`config.mk`:
```
export PLATFORM = sky130hd
export DESIGN_NAME = reg_file_wb
export DESIGN_NICKNAME = d
export VERILOG_FILES = /design/src/rtl/reg_file_wb.sv
export SDC_FILE = /design/constraint.sdc
export NUM_CORES = 2
export LEC_CHECK = 0
export CORE_ASPECT_RATIO = 0.7
export CORE_MARGIN = 1.5
export CORE_UTILIZATION = 60
export CTS_CLUSTER_SIZE = 20
export DETAILED_ROUTE_END_ITERATION = 10
export GPL_ROUTABILITY_DRIVEN = 0
export MAX_ROUTING_LAYER = met4
export PLACE_DENSITY = 0.77
export REMOVE_ABC_BUFFERS = 1
export SLEW_MARGIN = 20
export SYNTH_ARGS = -nofsm -noshare
export SYNTH_HDL_FRONTEND = slang
export SYNTH_SLANG_ARGS = --single-unit
```
`constraint.sdc`:
```
create_clock -name clock -period 4.1 [get_ports clock]
set_input_delay 0.82 -clock clock [delete_from_list [all_inputs] [get_ports clock]]
set_output_delay 0.82 -clock clock [all_outputs]
set_load 0.005 [all_outputs]
```
`src/rtl/reg_file_wb.sv`:
```
// reg_file_wb: MIPS 32x32 register file, one synchronous write port, two
// asynchronous read ports, optional same-cycle write-to-read bypass, write counter.
module reg_file_wb #(
    parameter int                 DATA_W  = 32,
    parameter bit                 BYPASS  = 1'b1,
    parameter logic [DATA_W-1:0]  SP_INIT = '0
) (
    input  logic              clock,
    input  logic              reset_n,
    input  logic [4:0]        read_reg1,
    input  logic [4:0]        read_reg2,
    input  logic [4:0]        write_addr,
    input  logic [DATA_W-1:0] write_data,
    input  logic              RegWrite,
    output logic [DATA_W-1:0] read_data1,
    output logic [DATA_W-1:0] read_data2,
    output logic [31:0]       write_count
);
    logic [DATA_W-1:0] regs_q [32];
    logic [31:0]       count_q, count_d;
    logic              we;
    // Gating with reset_n keeps write_data off the read ports while in reset.
    assign we = reset_n && RegWrite && (write_addr != 5'd0);
    assign count_d = count_q + 32'd1;
    always_ff @(posedge clock or negedge reset_n) begin
        if (!reset_n) begin
            for (int i = 0; i < 32; i++)
                regs_q[i] <= (i == 29) ? SP_INIT : '0;
            count_q <= '0;
        end else if (we) begin
            regs_q[write_addr] <= write_data;
            count_q <= count_d;
        end
    end
    always_comb begin
        read_data1 = (read_reg1 == 5'd0) ? '0 :
                     (BYPASS && we && write_addr == read_reg1) ? write_data : regs_q[read_reg1];
        read_data2 = (read_reg2 == 5'd0) ? '0 :
                     (BYPASS && we && write_addr == read_reg2) ? write_data : regs_q[read_reg2];
    end
    assign write_count = count_q;
endmodule

```
# --- Word level (Yosys, flattened, before mapping) ---
# Cells that the tools add are included.
word_totals:
  out_inout_bits: 96
  elab_cells: 64
  in_bits: 50
  register_bits: 1056
classes:
  reduce_logical: 8
  n_mux: 13
  n_addsub: 1
  eq_ne: 2
  n_lt_le_gt_ge: 4
  n_bitwise: 3
ops:
  columns: ["cell", "n"]
  rows:
  - ["bitwise mux 1024 bit", 1]
  - ["binary-select mux 32 bit (select 5 bit)", 2]
  - ["two-way mux 32 bit", 9]
  - ["demux 32 bit (select 5 bit)", 1]
  - ["adder 32 x 1 -> 32 bit, second input constant", 1]
  - [">= comparator 6 bit, second input constant", 3]
  - ["NOT 5 -> 6 bit", 3]
  - ["== test 5 bit", 2]
  - ["zero test 5 bit", 2]
  - ["less-than comparator 6 x 1 -> 1 bit, second input constant", 1]
  - ["logical AND 1 bit", 5]
  - ["nonzero test 5 bit", 1]

# --- Logic depth before layout (Yosys ltp) ---
logic_depth:
  ltp_word: 6
  depth_mapped: 10
  ltp_nobuf: 5

# --- Least setup slack after synthesis ---
# Ideal clock, no wire load.
synth_timing:
  path_kind: "input to output"
  start: "input read_reg2[0]"
  end: "output read_data2[10]"
  t_arrival_ns: 2.583
  path_stages: 7
  required_time_ns: 3.280
  slack_ns: 0.697
  path_buffers: 3
  path_cell_list: "buf_2 > buf_6 > buf_2 > mux4_2 > mux4_2 > nor2_1 > o31ai_1"
synth_between:
  elab_chain_len: 6
  elab_cells_between_ends: 9
  classes_between: "eq/ne (1); mux (5); bitwise (1); reduce/logical (2)"
synth_lines:
  columns: ["element", "line", "source"]
  rows:
  - ["start: declaration", "11", "input logic [4:0] read_reg2,"]
  - ["NOT 5 -> 6 bit (not written as such)", "39", "(BYPASS && we && write_addr == read_reg2) ? write_data : regs_q[read_reg2];"]
  - ["binary-select mux 32 bit (select 5 bit)", "39", null]
  - ["two-way mux 32 bit (not written as such) (2 in a row)", "39", null]
  - ["two-way mux 32 bit", "39", null]
  - ["two-way mux 32 bit *", "38", "read_data2 = (read_reg2 == 5'd0) ? '0 :"]
  - ["end: declaration", "16", "output logic [DATA_W-1:0] read_data2,"]
# Every way passes the cells marked *; elsewhere a longest branch is shown, timed or not. The select of a mux whose other input is x is not followed.

# --- Final worst setup path ---
layout_timing:
  start: "input write_addr[3]"
  end: "output read_data2[0]"
layout_between:
  elab_chain_len: 5
  elab_cells_between_ends: 6
  classes_between: "eq/ne (1); mux (2); reduce/logical (3)"
layout_lines:
  columns: ["element", "line", "source"]
  rows:
  - ["start: declaration", "12", "input logic [4:0] write_addr,"]
  - ["nonzero test 5 bit", "23", "assign we = reset_n && RegWrite && (write_addr != 5'd0);"]
  - ["logical AND 1 bit", "23", null]
  - ["logical AND 1 bit *", "39", null]
  - ["two-way mux 32 bit *", "39", null]
  - ["two-way mux 32 bit *", "38", null]
# Every way passes the cells marked *; elsewhere a longest branch is shown, timed or not.

==> results.cfg <==
[cts]
cts-hold-fix-buffers = 0
cts_max_path_buffers = 3
clkTransAtPathRegs_ns = 0.06
clk_latency_ns = 0.70
htreeDepth = 3
cts_tree = done
clock_sinks = 1056
ctsRootBufferMaster = clkbuf_16
cts_buffers = 101

[drt]
post_drt_wl_per_cell_um = 34.49
route.vias.total = 37530
via_per_inst = 7.244
drc = 14
drt-initial-drc-count = 4647
drtPass1Iterations = 11
ant_nets = 0
wl_mm = 178.7

[pwr]
max-vdd-ir-drop_uv = 395.6
pwr_density_cell_nw_per_um2 = 426.4
clkPwrFrac = 0.350
internal_power_uw = 20370
seqPwrFrac = 0.463
finalPower_uw = 27700
netSwitchingFraction = 0.2646
p_leak_uw = 0.02897
pwr-share-comb = 0.187
switchingPower_uw = 7328

[die]
rows = 94
die_h_um = 260.1
coreArea_um2 = 93740
die_width_um = 370.3
die_area_um2 = 96300
start_util = 0.6044
io_pins = 146

[synth]
syn-cell-area_um2 = 56650
synth-main-ff-cell = dfrtp_1
yosysWarningCount = 0
synth_cell_types = 53
async_flop_share = 1.000
avgSynthCellArea_um2 = 15.28
ys_seq_area_frac = 0.4664
yosys_register_bits = 1056
synth_edf_count = 0
syn-instance-count = 3707

[timing]
fin_skew_ns = 0.01160
fmax_mhz = 244.8
setup_viol = 0
fin_crit_ns = 4.086
min_period_over_period = 0.9965
setup_ws_ns = 0.01447
worst_pin_slew_ns = 1.091
drv_slew = 0
slew_headroom = 0.2657
finalHoldViolCount = 0

[setup_path]
cp_slowest_cell = clkdlybuf4s50_1
reg2reg_depth = 5
path_cells = clkdlybuf4s50_1 -> buf_4 -> buf_4 -> xnor2_1 -> nand3_1 -> nor4_4 -> or2_4 -> buf_8 -> o31ai_2 -> clkdlybuf4s50_1
required_ns = 3.28
crit_buf_inv = 5
end_kind = primary output
cp_max_fo = 11
critPathLaunchType = input port
reg2reg_to = write_count[26]
slowest_delay_ns = 0.53
r2r_slack_ns = 1.71
critPathKind = input port to primary output
cp_top_family = buffers and inverters
rr_startpoint = write_count[11]
arrival_ns = 3.27

[global_routing]
grt_pass1_wl_mm = 261.9
grt_max_degree = 193
grt_overflow = 0
grtUsageMet1 = 0.5124
met2_usage = 0.5585
antenna_found_initial = 1
grt-busiest-layer = met2
first_global_vias = 38880
grt_util_met3 = 0.1005
grt_use_total = 0.3841

[placed_design]
placedCellCount = 4976
dp_slack_ns = -0.2726
hpwl_mm = 107.8
portBuffers = 145

[worst_hold_path]
hold_class = input port to async pin

[status]
violations = DRC
outcome = complete, but fails checks

[final_layout]
drive_gt1_frac = 0.5381
fin_cells = 5181
synthToLayoutAreaGrowth_pct = 14.65
fillCellCount = 5981
fin_nets = 3909

[run]
drv_cap = 0
==> cell usage after synthesis, drive strengths merged, types with 12 or more instances <==
cell       n  area share
nand2    129      0.0085
a32oi     20      0.0031
o31ai     32      0.0042
o22ai     37      0.0041
a21oi     19      0.0017
nand3     26      0.0023
nor2      53      0.0035
dfrtp   1056        0.47
nor2b     24      0.0027
mux2i    112       0.020
xnor2     29      0.0045
mux2    1055        0.21
mux4     536        0.21
a221oi    22      0.0041
and3      13      0.0014
o21ai     33      0.0029
clkbuf   206       0.014
xor2      12      0.0019
buf      215       0.023
==> per-layer routing <==
layer,routed length (µm),vias to the layer above
met5,0,-
met4,9314,0
met3,19090,538
met2,81550,2364
met1,68730,20070
li1,-,14560
==> cell families after synthesis <==
group / share of synthesized area
AND/OR/NAND/NOR: 0.02297
flip-flops: 0.4664
AO/OA/AOI/OAI: 0.02509
buffers and inverters: 0.03637
multiplexers: 0.4426
adder cells (fa/ha/maj): 0.0002208
XOR/XNOR: 0.006338
==> through the flow <==
step	hold slack, ns	TNS (ns)	cell area [µm²]	utilization
final	0.3380	0	64950	0.6929
after global routing	0.3818	-0.002672	64950	0.6929
after CTS	0.3388	-0.01987	64500	0.6881
after detailed placement	0.3827	-7.790	60980	0.6505
after global placement	0.3764	-8.970	60970	0.6505
after floorplan	0.3653	-6.986	54600	-
==> worst register-to-register path, cell delays in order (launching register included) <==
cell,delay [ns]
dfrtp_1,0.44
nand3_1,0.13
nor4_1,0.90
and3_1,0.48
nand3_1,0.17
xnor2_1,0.16
==> cell type report <==
class                           instances  area [µm²]  area share
Sequential cell                      1056       26430      0.4068
Tap cell                             1248        1562     0.02404
Clock inverter                         30       381.6    0.005875
Multi-Input combinational cell       2227       28500      0.4388
Clock buffer                          144        2974     0.04579
Inverter                                3       11.26   0.0001734
Timing Repair Buffer                  469        5085     0.07828
Antenna cell                            4       10.01   0.0001541
==> registers in the layout, summed over array words and instances, names as in the netlist <==
name / flops
regs_q: 1024
write_count: 32
==> timing repair <==
| action | CTS | global route |
|---|---|---|
| gates resized for setup | 52 | 28 |
| buffers inserted | 5 | 14 |
| endpoints found under the hold margin | 0 | 0 |
| cloned | 1 | 6 |
| pin swaps | 0 | 4 |
| setup endpoints to repair | 50 | 31 |
==> power groups by stage <==
stage | clock (µW) | combinational, µW | sequential (µW)
2_1_floorplan | 0 | 3120 | 12500
3_3_place_gp | 0 | 4870 | 12700
3_5_place_dp | 0 | 5060 | 12900
4_1_cts | 9760 | 5100 | 12800
5_1_grt | 10200 | 5470 | 12900
6_report | 9700 | 5170 | 12800
==> cells in the final DEF (no fill, tap or decap), types with 7 or more instances in the layout <==
| cell type | synthesis | routed |
|---|---|---|
| clkdlybuf4s50_1 | 0 | 101 |
| dfrtp_1 | 1056 | 1056 |
| mux2_2 | 1020 | 1020 |
| mux4_2 | 536 | 536 |
| mux2_1 | 35 | 35 |
| clkbuf_8 | 0 | 20 |
| bufinv_16 | 0 | 9 |
| mux2i_1 | 112 | 112 |
| buf_6 | 14 | 12 |
| a21oi_1 | 19 | 17 |
| nand2_1 | 129 | 122 |
| a32oi_1 | 20 | 14 |
| clkinv_2 | 0 | 19 |
| xor2_1 | 12 | 11 |
| clkbuf_16 | 0 | 111 |
| buf_8 | 5 | 7 |
| nand4_1 | 8 | 8 |
| buf_4 | 27 | 229 |
| dlygate4sd2_1 | 0 | 28 |
| nor3_1 | 10 | 7 |
| buf_16 | 0 | 9 |
| and3_1 | 13 | 10 |
| nand3_1 | 26 | 23 |
| xnor2_1 | 29 | 29 |
| nor2b_1 | 24 | 22 |
| clkbuf_1 | 206 | 19 |
| nor2_1 | 53 | 32 |
| o22ai_1 | 37 | 37 |
| o21ai_1 | 26 | 26 |
| a221o_1 | 8 | 8 |
| buf_12 | 4 | 68 |
| o31ai_1 | 32 | 26 |
| nand2_2 | 0 | 7 |
| nor2_4 | 0 | 20 |
| a221oi_1 | 16 | 16 |
| o21ai_0 | 7 | 7 |
==> how the worst max path moves through the flow <==
stage / startpoint / end / slack [ns] / cells past startpoint
final: write_addr[3] / read_data2[0] / 0.01 / 10
after detailed placement: write_addr[4] / read_data2[30] / -0.27 / 10
after global routing: write_addr[3] / read_data1[6] / -0.003 / 9
after CTS: write_addr[3] / read_data2[25] / -0.02 / 10
after global placement: write_addr[2] / read_data1[4] / -0.53 / 8
after floorplan: reset_n / read_data2[0] / -0.21 / 5
No activity file was read; power rests on OpenSTA's default activity.
